<file path="src/rtl/sand_row_stream.sv">
// Streaming sand gravity step over a region/floor row pair, one packed word per cycle.
// Optional floor spout injection is enabled by defining SAND_SPOUT_EN.
module sand_row_stream #(
    parameter int CELLS = 16,
    parameter int WORDS = 40
`ifdef SAND_SPOUT_EN
    ,
    parameter int SPOUT_WORD = WORDS / 2
`endif
) (
    input  logic                 i_clk,
    input  logic                 i_reset,
    input  logic                 i_start,
    input  logic                 i_row_bottom,
    input  logic                 i_flip,
`ifdef SAND_SPOUT_EN
    input  logic                 i_spout,
`endif
    input  logic                 i_in_valid,
    output logic                 o_in_ready,
    input  logic [2*CELLS-1:0]   i_in_region,
    input  logic [2*CELLS-1:0]   i_in_floor,
    output logic                 o_out_valid,
    input  logic                 i_out_ready,
    output logic [2*CELLS-1:0]   o_out_region,
    output logic [2*CELLS-1:0]   o_out_floor,
    output logic                 o_out_last,
    output logic                 o_busy
);
    localparam int W  = 2 * CELLS;
    localparam int CW = $clog2(WORDS);
    localparam logic [CW-1:0] LAST = CW'(WORDS - 1);
    localparam logic [1:0] AIR = 2'b00, SAND = 2'b01, SAND_AM = 2'b10, WALL = 2'b11;

    typedef enum logic [1:0] {S_IDLE, S_RUN, S_DRAIN1, S_DRAIN2} state_t;

    typedef struct packed {
        logic [W-1:0] region;
        logic [W-1:0] floor;
        logic         wr_left;
        logic         wr_right;
    } proc_t;

    // Scans one word left to right; left/right are the neighbouring floor cells outside the word.
    function automatic proc_t proc_word(input logic [W-1:0] region, input logic [W-1:0] floor,
                                        input logic [1:0] left, input logic [1:0] right,
                                        input logic odd, input logic flip);
        logic [1:0] f [0:CELLS+1];
        logic [1:0] r;
        logic       par;
        proc_t      res;
        res = '0;
        f[0]       = left;
        f[CELLS+1] = right;
        for (int j = 0; j < CELLS; j++) f[j+1] = floor[2*(CELLS-1-j) +: 2];
        for (int j = 0; j < CELLS; j++) begin
            r   = region[2*(CELLS-1-j) +: 2];
            par = (((CELLS % 2) == 1) && odd) ^ j[0];
            if (r == SAND) begin
                if (f[j+1] == AIR) begin
                    f[j+1] = SAND_AM;
                    r      = AIR;
                end else if (f[j] == AIR && f[j+2] == AIR) begin
                    if (par ^ flip) f[j+2] = SAND_AM;
                    else            f[j]   = SAND_AM;
                    r = AIR;
                end else if (f[j] == AIR) begin
                    f[j] = SAND_AM;
                    r    = AIR;
                end else if (f[j+2] == AIR) begin
                    f[j+2] = SAND_AM;
                    r      = AIR;
                end
            end else if (r == SAND_AM) begin
                r = SAND;
            end
            res.region[2*(CELLS-1-j) +: 2] = r;
        end
        for (int j = 0; j < CELLS; j++) res.floor[2*(CELLS-1-j) +: 2] = f[j+1];
        res.wr_left  = (f[0] != left);
        res.wr_right = (f[CELLS+1] != right);
        return res;
    endfunction

    state_t          r_state, w_state_nxt;
    logic [CW-1:0]   r_cnt;
    logic            r_bottom, r_flip, r_busy;
    logic [W-1:0]    r_o_region, r_o_floor, r_p_region, r_p_floor, r_c_region, r_c_floor;
    logic            r_o_valid, r_o_last, r_p_valid, r_c_valid, r_c_odd;

    logic            w_start, w_acc, w_o_free, w_step1, w_step2, w_shift;
    logic [W-1:0]    w_in_floor, w_p_floor_fix, w_in_floor_fix;
    logic [1:0]      w_left, w_right;
    proc_t           w_proc;

    assign w_start    = (r_state == S_IDLE) && i_start;
    assign w_o_free   = !r_o_valid || i_out_ready;
    assign o_in_ready = (r_state == S_RUN) && w_o_free;
    assign w_acc      = i_in_valid && o_in_ready;
    assign w_step1    = (r_state == S_DRAIN1) && w_o_free;
    assign w_step2    = (r_state == S_DRAIN2) && w_o_free;
    assign w_shift    = w_acc || w_step1 || w_step2;

    // A bottom row turns the whole floor into WALL before any physics sees it.
    assign w_in_floor = r_bottom ? '1 : i_in_floor;
    assign w_left     = r_p_valid ? r_p_floor[1:0] : WALL;
    assign w_right    = (r_state == S_DRAIN1) ? WALL : w_in_floor[W-1 -: 2];
    assign w_proc     = proc_word(r_c_region, r_c_floor, w_left, w_right, r_c_odd, r_flip);

    assign w_p_floor_fix  = {r_p_floor[W-1:2],
                             (w_proc.wr_left && r_c_valid) ? SAND_AM : r_p_floor[1:0]};
    assign w_in_floor_fix = {(w_proc.wr_right && r_c_valid) ? SAND_AM : w_in_floor[W-1 -: 2],
                             w_in_floor[W-3:0]};

    always_ff @(posedge i_clk or posedge i_reset) begin
        if (i_reset) r_state <= S_IDLE;
        else         r_state <= w_state_nxt;
    end

    always_comb begin
        w_state_nxt = r_state;
        case (r_state)
            S_IDLE:   if (i_start) w_state_nxt = S_RUN;
            S_RUN:    if (w_acc && r_cnt == LAST) w_state_nxt = S_DRAIN1;
            S_DRAIN1: if (w_o_free) w_state_nxt = S_DRAIN2;
            S_DRAIN2: if (w_o_free) w_state_nxt = S_IDLE;
            default:  w_state_nxt = S_IDLE;
        endcase
    end

    always_ff @(posedge i_clk or posedge i_reset) begin
        if (i_reset) begin
            r_cnt      <= '0;
            r_bottom   <= 1'b0;
            r_flip     <= 1'b0;
            r_busy     <= 1'b0;
            r_o_region <= '0;
            r_o_floor  <= '0;
            r_o_valid  <= 1'b0;
            r_o_last   <= 1'b0;
            r_p_region <= '0;
            r_p_floor  <= '0;
            r_p_valid  <= 1'b0;
            r_c_region <= '0;
            r_c_floor  <= '0;
            r_c_valid  <= 1'b0;
            r_c_odd    <= 1'b0;
        end else begin
            if (w_start) begin
                r_cnt    <= '0;
                r_bottom <= i_row_bottom;
                r_flip   <= i_flip;
                r_busy   <= 1'b1;
            end else begin
                if (w_acc && r_cnt != LAST) r_cnt <= r_cnt + 1'b1;
                if (r_o_valid && r_o_last && i_out_ready) r_busy <= 1'b0;
            end

            if (w_shift) begin
                r_o_region <= r_p_region;
                r_o_floor  <= w_p_floor_fix;
                r_o_valid  <= r_p_valid;
                r_o_last   <= w_step2;
                r_p_region <= w_proc.region;
                r_p_floor  <= w_proc.floor;
                r_p_valid  <= r_c_valid;
                if (w_acc) begin
                    r_c_region <= i_in_region;
                    r_c_floor  <= w_in_floor_fix;
                    r_c_valid  <= 1'b1;
                    r_c_odd    <= r_cnt[0];
                end else begin
                    r_c_valid  <= 1'b0;
                end
            end else if (r_o_valid && i_out_ready) begin
                r_o_valid <= 1'b0;
                r_o_last  <= 1'b0;
            end
        end
    end

    assign o_out_valid  = r_o_valid;
    assign o_out_region = r_o_region;
    assign o_out_last   = r_o_last;
    assign o_busy       = r_busy;

`ifdef SAND_SPOUT_EN
    logic          r_spout;
    logic [CW-1:0] r_o_idx;

    always_ff @(posedge i_clk or posedge i_reset) begin
        if (i_reset) begin
            r_spout <= 1'b0;
            r_o_idx <= '0;
        end else begin
            if (w_start) r_spout <= i_spout;
            if (r_o_valid && i_out_ready) r_o_idx <= r_o_last ? '0 : r_o_idx + 1'b1;
        end
    end

    always_comb begin
        o_out_floor = r_o_floor;
        if (r_spout && !r_bottom && r_o_idx == CW'(SPOUT_WORD)) begin
            for (int k = 0; k < CELLS; k++)
                if (r_o_floor[2*k +: 2] == AIR) o_out_floor[2*k +: 2] = SAND;
        end
    end
`else
    assign o_out_floor = r_o_floor;
`endif

endmodule
</file>
<file path="config.mk">
export PLATFORM = sky130hd
export DESIGN_NAME = sand_row_stream
export DESIGN_NICKNAME = d
export VERILOG_FILES = /design/src/rtl/sand_row_stream.sv
export SDC_FILE = /design/constraint.sdc
export NUM_CORES = 1
export LEC_CHECK = 0
export BUFFER_PORTS_ARGS = -buffer_cell sky130_fd_sc_hd__buf_4
export CORE_UTILIZATION = 40
export DETAILED_ROUTE_END_ITERATION = 12
export PLACE_DENSITY = 0.66
export SLEW_MARGIN = 20
export SYNTH_ARGS = -nofsm -noshare
export SYNTH_HDL_FRONTEND = slang
export SYNTH_SLANG_ARGS = --single-unit
</file>
<file path="constraint.sdc">
create_clock -name i_clk -period 6.1 [get_ports i_clk]
set_input_delay 0.915 -clock i_clk [delete_from_list [all_inputs] [get_ports i_clk]]
set_output_delay 0.915 -clock i_clk [all_outputs]
set_load 0.1 [all_outputs]
</file>
Yosys cells after proc, flatten, opt, wreduce, memory -nomap -nowiden
Cells that the tools add are included.
{"block": "totals", "register_bits": 207, "input_bits": 71, "out_inout_bits": 68, "elab_cells": 435}
{"block": "op_classes", "add_sub_neg": 1, "n_eq_ne": 43, "muxes": 290, "reduce_logical": 86}
{"op": "$mux 2", "n": 264}
{"op": "$mux 6", "n": 18}
{"op": "$logic_not 2->1", "n": 49}
{"op": "$eq 2x2->1 const B", "n": 18}
{"op": "$eq 2x1->1 const B", "n": 17}
{"op": "$mux 32", "n": 1}
{"op": "$logic_and 1x1->1", "n": 28}
{"op": "$pmux 2 s4", "n": 1}
{"op": "$add 6x1->6 const B", "n": 1}
{"op": "$eq 6x6->1 const B", "n": 1}
{"op": "$mux 1", "n": 6}
{"op": "$ne 2x2->1 const B", "n": 3}
{"op": "$ne 6x6->1 const B", "n": 1}
{"op": "$reduce_bool 2->1", "n": 3}
{"op": "$ne 2x2->1", "n": 2}
{"op": "$reduce_and 4->1", "n": 1}
{"op": "$logic_or 1x1->1", "n": 3}
{"op": "$ne 2x1->1 const B", "n": 1}
{"op": "$reduce_and 2->1", "n": 1}
{"op": "$logic_not 1->1", "n": 1}

Depth between registers and ports, before layout
{"block": "depth", "ltp_word": 84, "depth_mapped": 13}

Worst setup path after synthesis
No wires, ideal clock.
{"block": "synth_path", "path_kind": "reg2reg", "from": "register r_p_floor[0]", "to": "register r_c_floor[31]", "setup_ns": 0.125, "arrival_time_ns": 3.222, "slack_ns": 2.753, "path_stages_with_launch": 14, "period_less_slack_ns": 3.347, "path_cell_list": "dfrtp_1 > nor4b_4 > o31a_1 > a31oi_2 > nor4_4 > a2111oi_4 > o41ai_4 > o21a_1 > o2bb2ai_2 > a41oi_2 > a211oi_2 > nor2_2 > o41a_1 > o2bb2ai_1"}
{"block": "synth_between", "elab_chain_cells": 68, "word_cells_on_any_way": 125}
{"item": "start, declared", "line_no": "88", "rtl": "logic [W-1:0] r_o_region, r_o_floor, r_p_region, r_p_floor, r_c_region, r_c_floor;"}
{"item": "start signal, assigned", "line_no": "165", "rtl": "r_p_floor <= w_proc.floor;"}
{"item": "$mux 2 *", "line_no": "106", "rtl": "assign w_left = r_p_valid ? r_p_floor[1:0] : WALL;"}
{"item": "$logic_not 2->1 *", "line_no": "63, 67"}
{"item": "$mux 2 / $logic_and 1x1->1 (equally long branches)", "line_no": "67, 63"}
{"item": "$mux 2 *", "line_no": "63", "rtl": "end else if (f[j] == AIR && f[j+2] == AIR) begin"}
{"item": "$mux 2 *", "line_no": "60", "rtl": "if (f[j+1] == AIR) begin"}
{"item": "$mux 6 *", "line_no": "59", "rtl": "if (r == SAND) begin"}
{"item": "$logic_not 2->1", "line_no": "60"}
{"item": "$mux 2", "line_no": "60"}
{"item": "(+52 left out)"}
{"item": "$logic_not 2->1 / $mux 2 (equally long branches)", "line_no": "63, 67, 60"}
{"item": "$mux 2, or another cell as far along", "line_no": "67", "rtl": "end else if (f[j] == AIR) begin"}
{"item": "$mux 2 / $logic_not 2->1 (equally long branches)", "line_no": "63, 60"}
{"item": "$mux 2 *", "line_no": "60"}
{"item": "$mux 6 *", "line_no": "59"}
{"item": "$ne 2x2->1 *", "line_no": "81", "rtl": "res.wr_right = (f[CELLS+1] != right);"}
{"item": "$logic_and 1x1->1 *", "line_no": "112", "rtl": "assign w_in_floor_fix = {(w_proc.wr_right && r_c_valid) ? SAND_AM : w_in_floor[W-1 -: 2],"}
{"item": "$mux 2 *", "line_no": "112"}
{"item": "end signal, assigned", "line_no": "169", "rtl": "r_c_floor <= w_in_floor_fix;"}
{"item": "end, declared", "line_no": "88"}
Mark *: on every way between the ends. The rest lies on a longest branch, timed or not.
A chain may end at the register's enable or synchronous reset.

Worst setup path after layout
{"block": "layout_path", "from": "register r_flip", "to": "register r_p_floor[3]"}
{"block": "layout_between", "elab_chain_cells": 63, "word_cells_on_any_way": 135}
{"item": "start, declared", "line_no": "87", "rtl": "logic r_bottom, r_flip, r_busy;"}
{"item": "start signal, assigned", "line_no": "152", "rtl": "r_flip <= i_flip;"}
{"item": "$mux 2", "line_no": "64", "rtl": "if (par ^ flip) f[j+2] = SAND_AM;"}
{"item": "$mux 2", "line_no": "63"}
{"item": "$mux 2", "line_no": "60"}
{"item": "$mux 6", "line_no": "59"}
{"item": "$logic_not 2->1", "line_no": "60"}
{"item": "$mux 2", "line_no": "60"}
{"item": "$mux 6", "line_no": "59"}
{"item": "$logic_not 2->1 (on tied branches)", "line_no": "60, 63, 67"}
{"item": "(+47 left out)"}
{"item": "$logic_not 2->1 (on tied branches)", "line_no": "60, 63, 67"}
{"item": "$mux 2, or another cell as far along", "line_no": "60"}
{"item": "$mux 6 / $mux 2 (equally long branches)", "line_no": "59, 63"}
{"item": "$logic_not 2->1 / $mux 2 (equally long branches)", "line_no": "63, 67, 60"}
{"item": "$mux 2, or another cell as far along", "line_no": "67"}
{"item": "$mux 2 / $logic_not 2->1 (equally long branches)", "line_no": "63, 60"}
{"item": "$mux 2", "line_no": "60"}
{"item": "$mux 6 *", "line_no": "59"}
Marked as above.

==> impl_metrics.tcl <==
set metrics [dict create \
    status "finished clean" \
    vias 7913 \
    drc 0 \
    r2r-start "r_flip" \
    initial_core_util_pct 41.28 \
    dp.final_hpwl_mm 16.31 \
    synth-edff-count 0 \
    slew_headroom_pct 30.38 \
    port_buffers 138 \
    utilization_pct 50.58 \
    post_cts_buffers 0 \
    netlist_area_um2 9459 \
    synthFlopType "dfrtp_1" \
    timing.rr.end "r_p_floor[3]" \
    syn_to_final_growth_pct 22.53 \
    wl_met2_mm 11.72 \
    ctsLongestPathBuffers 3 \
    dieHeight_um 155.8 \
    synth-seq-area-share_pct 54.76 \
    ys_types 67 \
    cts.sinks 207 \
    core_um2 22920 \
    regToRegSetupSlack_ns 2.12 \
    worstSetupEndpoint "r_p_floor[3]" \
    rows 55 \
    rsz0062_at_grt "false" \
    cts_buffers 23 \
    cts_hold_buffers 0 \
    path_clk_slew_ns 0.06 \
    postSynthAreaPerCell_um2 8.623 \
    finClkSkew_ns 0.01100 \
    crit_type "reg2reg" \
    synth-seq-cells 207 \
    grt_usage_pct 20.02 \
    antenna_found_initial 0 \
    io_pins 139 \
    startpoint_type "flip-flop" \
    ant_nets 0 \
    nNetsFinal 1291 \
    fmax_ghz 0.2514 \
    synth_async_sr_flop_share_pct 100.0 \
    critPathSlowestCell "a2111oi_4" \
    cts_tree "yes" \
    wl_met3_mm 1.133 \
    fin_crit_sh_pct 65.22 \
    drv_cap 0 \
    finalHoldViolations 0 \
    worstPathRequired_ns 6.53 \
    highest_layer "met4" \
    die_area_um2 24270 \
    crit_start "r_flip" \
    die_w_um 155.8 \
    grt_max_degree 167 \
    cp_slowest_stage_delay_ns 0.46 \
    cp.arrival_ns 4.41 \
    dpl_worst_slack_ns 2.176 \
    cp_max_fo 28 \
    cts_resized 0 \
    reg2reg_depth 14 \
    drt_iter0_markers 649 \
    synth_cells 1097 \
    drive_above_1_share_pct 17.97 \
    worst_slack_ns 2.122 \
    grt_pass1_wl_mm 38.99 \
    clockRootBuffer "clkbuf_16" \
    setup_violations 0 \
    fillers 2246 \
    h-tree-depth 1 \
    cp_cell_sequence "buf_4 > nor4b_4 > o31a_4 > a31oi_1 > o21ai_2 > a2111oi_4 > o41ai_4 > o21ai_1 > o211ai_2 > o2111ai_2 > nand2b_1 > o211ai_2 > a31o_2 > mux2i_1" \
    n_antenna_cell 0 \
    cp_common_cell "o211ai_2" \
    grt.overflow.total 0 \
    wl_per_cell_um 15.63 \
    wl_met1_mm 10.85 \
    yosysWarnings 0 \
    hp-class "reg2reg" \
    first_pass_iters 7 \
    synthesis.nets 1174 \
    max_slew.worst_pin.slew_ns 1.044 \
    avgViaCountPerCell 5.128 \
    clk_latency_ns 0.50 \
    gp_congestion 0.8874 \
    fin_tns_setup_ns 0 \
    grt_pass1_vias 7531 \
    finalMaxSlewViolations 0 \
    endpoint_kind "flip-flop" \
    routed_wl_mm 24.12 \
    fin_crit_ns 3.978 \
]
cell usage in the layout (no fill, tap or decap), drive strengths merged, types with 5 or more instances in the layout:
master / count
a211oi: 5
a21o: 6
a21oi: 69
a31oi: 8
a41oi: 6
buf: 145
clkbuf: 34
dfrtp: 207
ha: 6
inv: 10
nand2: 402
nand2b: 14
nand3: 21
nor2: 139
nor2b: 9
nor3: 18
nor4: 8
o211ai: 8
o21ai: 40
or2: 9
xor2: 5
stage by stage:
step	hold WS (ns)	std cells	cell area, um2
after CTS	0.4681	1542	11570
after global routing	0.4808	1543	11590
final	0.4647	1543	11590
after global placement	0.4502	1501	10780
after detailed placement	0.4549	1501	10780
after floorplan	0.4386	1097	9463
flip-flops by register name (all words and copies together), names as in the netlist, 2 cells and up:
signal / count
r_p_region: 32
r_p_floor: 32
r_c_region: 32
o_out_region: 32
o_out_floor: 32
r_cnt: 6
r_c_floor: 32
r_state: 2
final cells by class:
cell class | instances | area, um2 | area share (%)
clock buffers | 34 | 676.9 | 5.840
repair buffers | 145 | 1126 | 9.716
flip-flops and latches | 207 | 5180 | 44.69
clock inverters | 7 | 112.6 | 0.9716
multi-input cells | 826 | 4058 | 35.01
well taps | 313 | 391.6 | 3.379
inverters | 11 | 45.04 | 0.3886
synthesized netlist by cell type (3+ instances only):
| library cell | instances | area share (%) |
|---|---|---|
| nand2b_1 | 13 | 0.86 |
| xor2_1 | 5 | 0.46 |
| nand3b_1 | 3 | 0.24 |
| ha_1 | 6 | 0.79 |
| a311oi_1 | 3 | 0.28 |
| buf_1 | 8 | 0.32 |
| or2_2 | 7 | 0.46 |
| nor3_1 | 18 | 0.95 |
| mux2i_1 | 3 | 0.32 |
| a31oi_1 | 7 | 0.46 |
| nor2_1 | 137 | 5.4 |
| a41oi_1 | 5 | 0.46 |
| nand3_1 | 21 | 1.1 |
| nor4_1 | 4 | 0.26 |
| and2_1 | 3 | 0.20 |
| a21oi_1 | 67 | 3.5 |
| o211ai_1 | 5 | 0.40 |
| a21o_1 | 6 | 0.48 |
| nand4_1 | 3 | 0.20 |
| inv_1 | 11 | 0.44 |
| nand2_1 | 402 | 16 |
| o211ai_2 | 3 | 0.40 |
| clkbuf_1 | 44 | 1.7 |
| dfrtp_1 | 207 | 55 |
| a22oi_1 | 3 | 0.24 |
| nor2b_1 | 9 | 0.60 |
| a211oi_1 | 4 | 0.32 |
| o21ai_0 | 35 | 1.9 |
| and3_1 | 3 | 0.20 |
| nor4_2 | 3 | 0.40 |
worst min path at each step:
stage / from / end / slack [ns] / cells after the start
2_1_floorplan: r_p_floor[10] / r_p_floor[10] / 0.44 / 2
3_3_place_gp: r_p_region[23] / r_p_region[23] / 0.45 / 2
3_5_place_dp: r_p_floor[20] / r_p_floor[20] / 0.45 / 2
4_1_cts: r_p_floor[21] / o_out_floor[21] / 0.47 / 2
5_1_grt: r_p_floor[20] / r_p_floor[20] / 0.48 / 2
6_report: o_out_floor[16] / o_out_floor[16] / 0.46 / 2
worst max-delay path, delay by kind of cell (launching register included):
kind                   cells  cell delay, ns
buffers and inverters      1            0.31
muxes                      1            0.18
DFF                        1            0.34
AOI/OAI and AO/OA         10            2.78
and+or+nand+nor            2            0.27
kinds of logic after synthesis:
family | count (synthesis) | share of synthesized area (%)
adders and majority gates | 7 | 0.8995
and+or+nand+nor | 636 | 28.00
xor gates and xnor gates | 5 | 0.4629
buffers and inverters | 64 | 2.553
AOI/OAI and AO/OA | 173 | 12.76
DFF | 207 | 54.76
muxes | 5 | 0.5556
per-layer routing:
metal	vias up	track usage, %
met5	-	0
met4	0	4.528
met3	38	2.722
met2	220	33.18
met1	3797	27.84
li1	3858	-
Power is not shown: default switching activity piles up to over one toggle a cycle in this logic, so the estimate is an artifact.
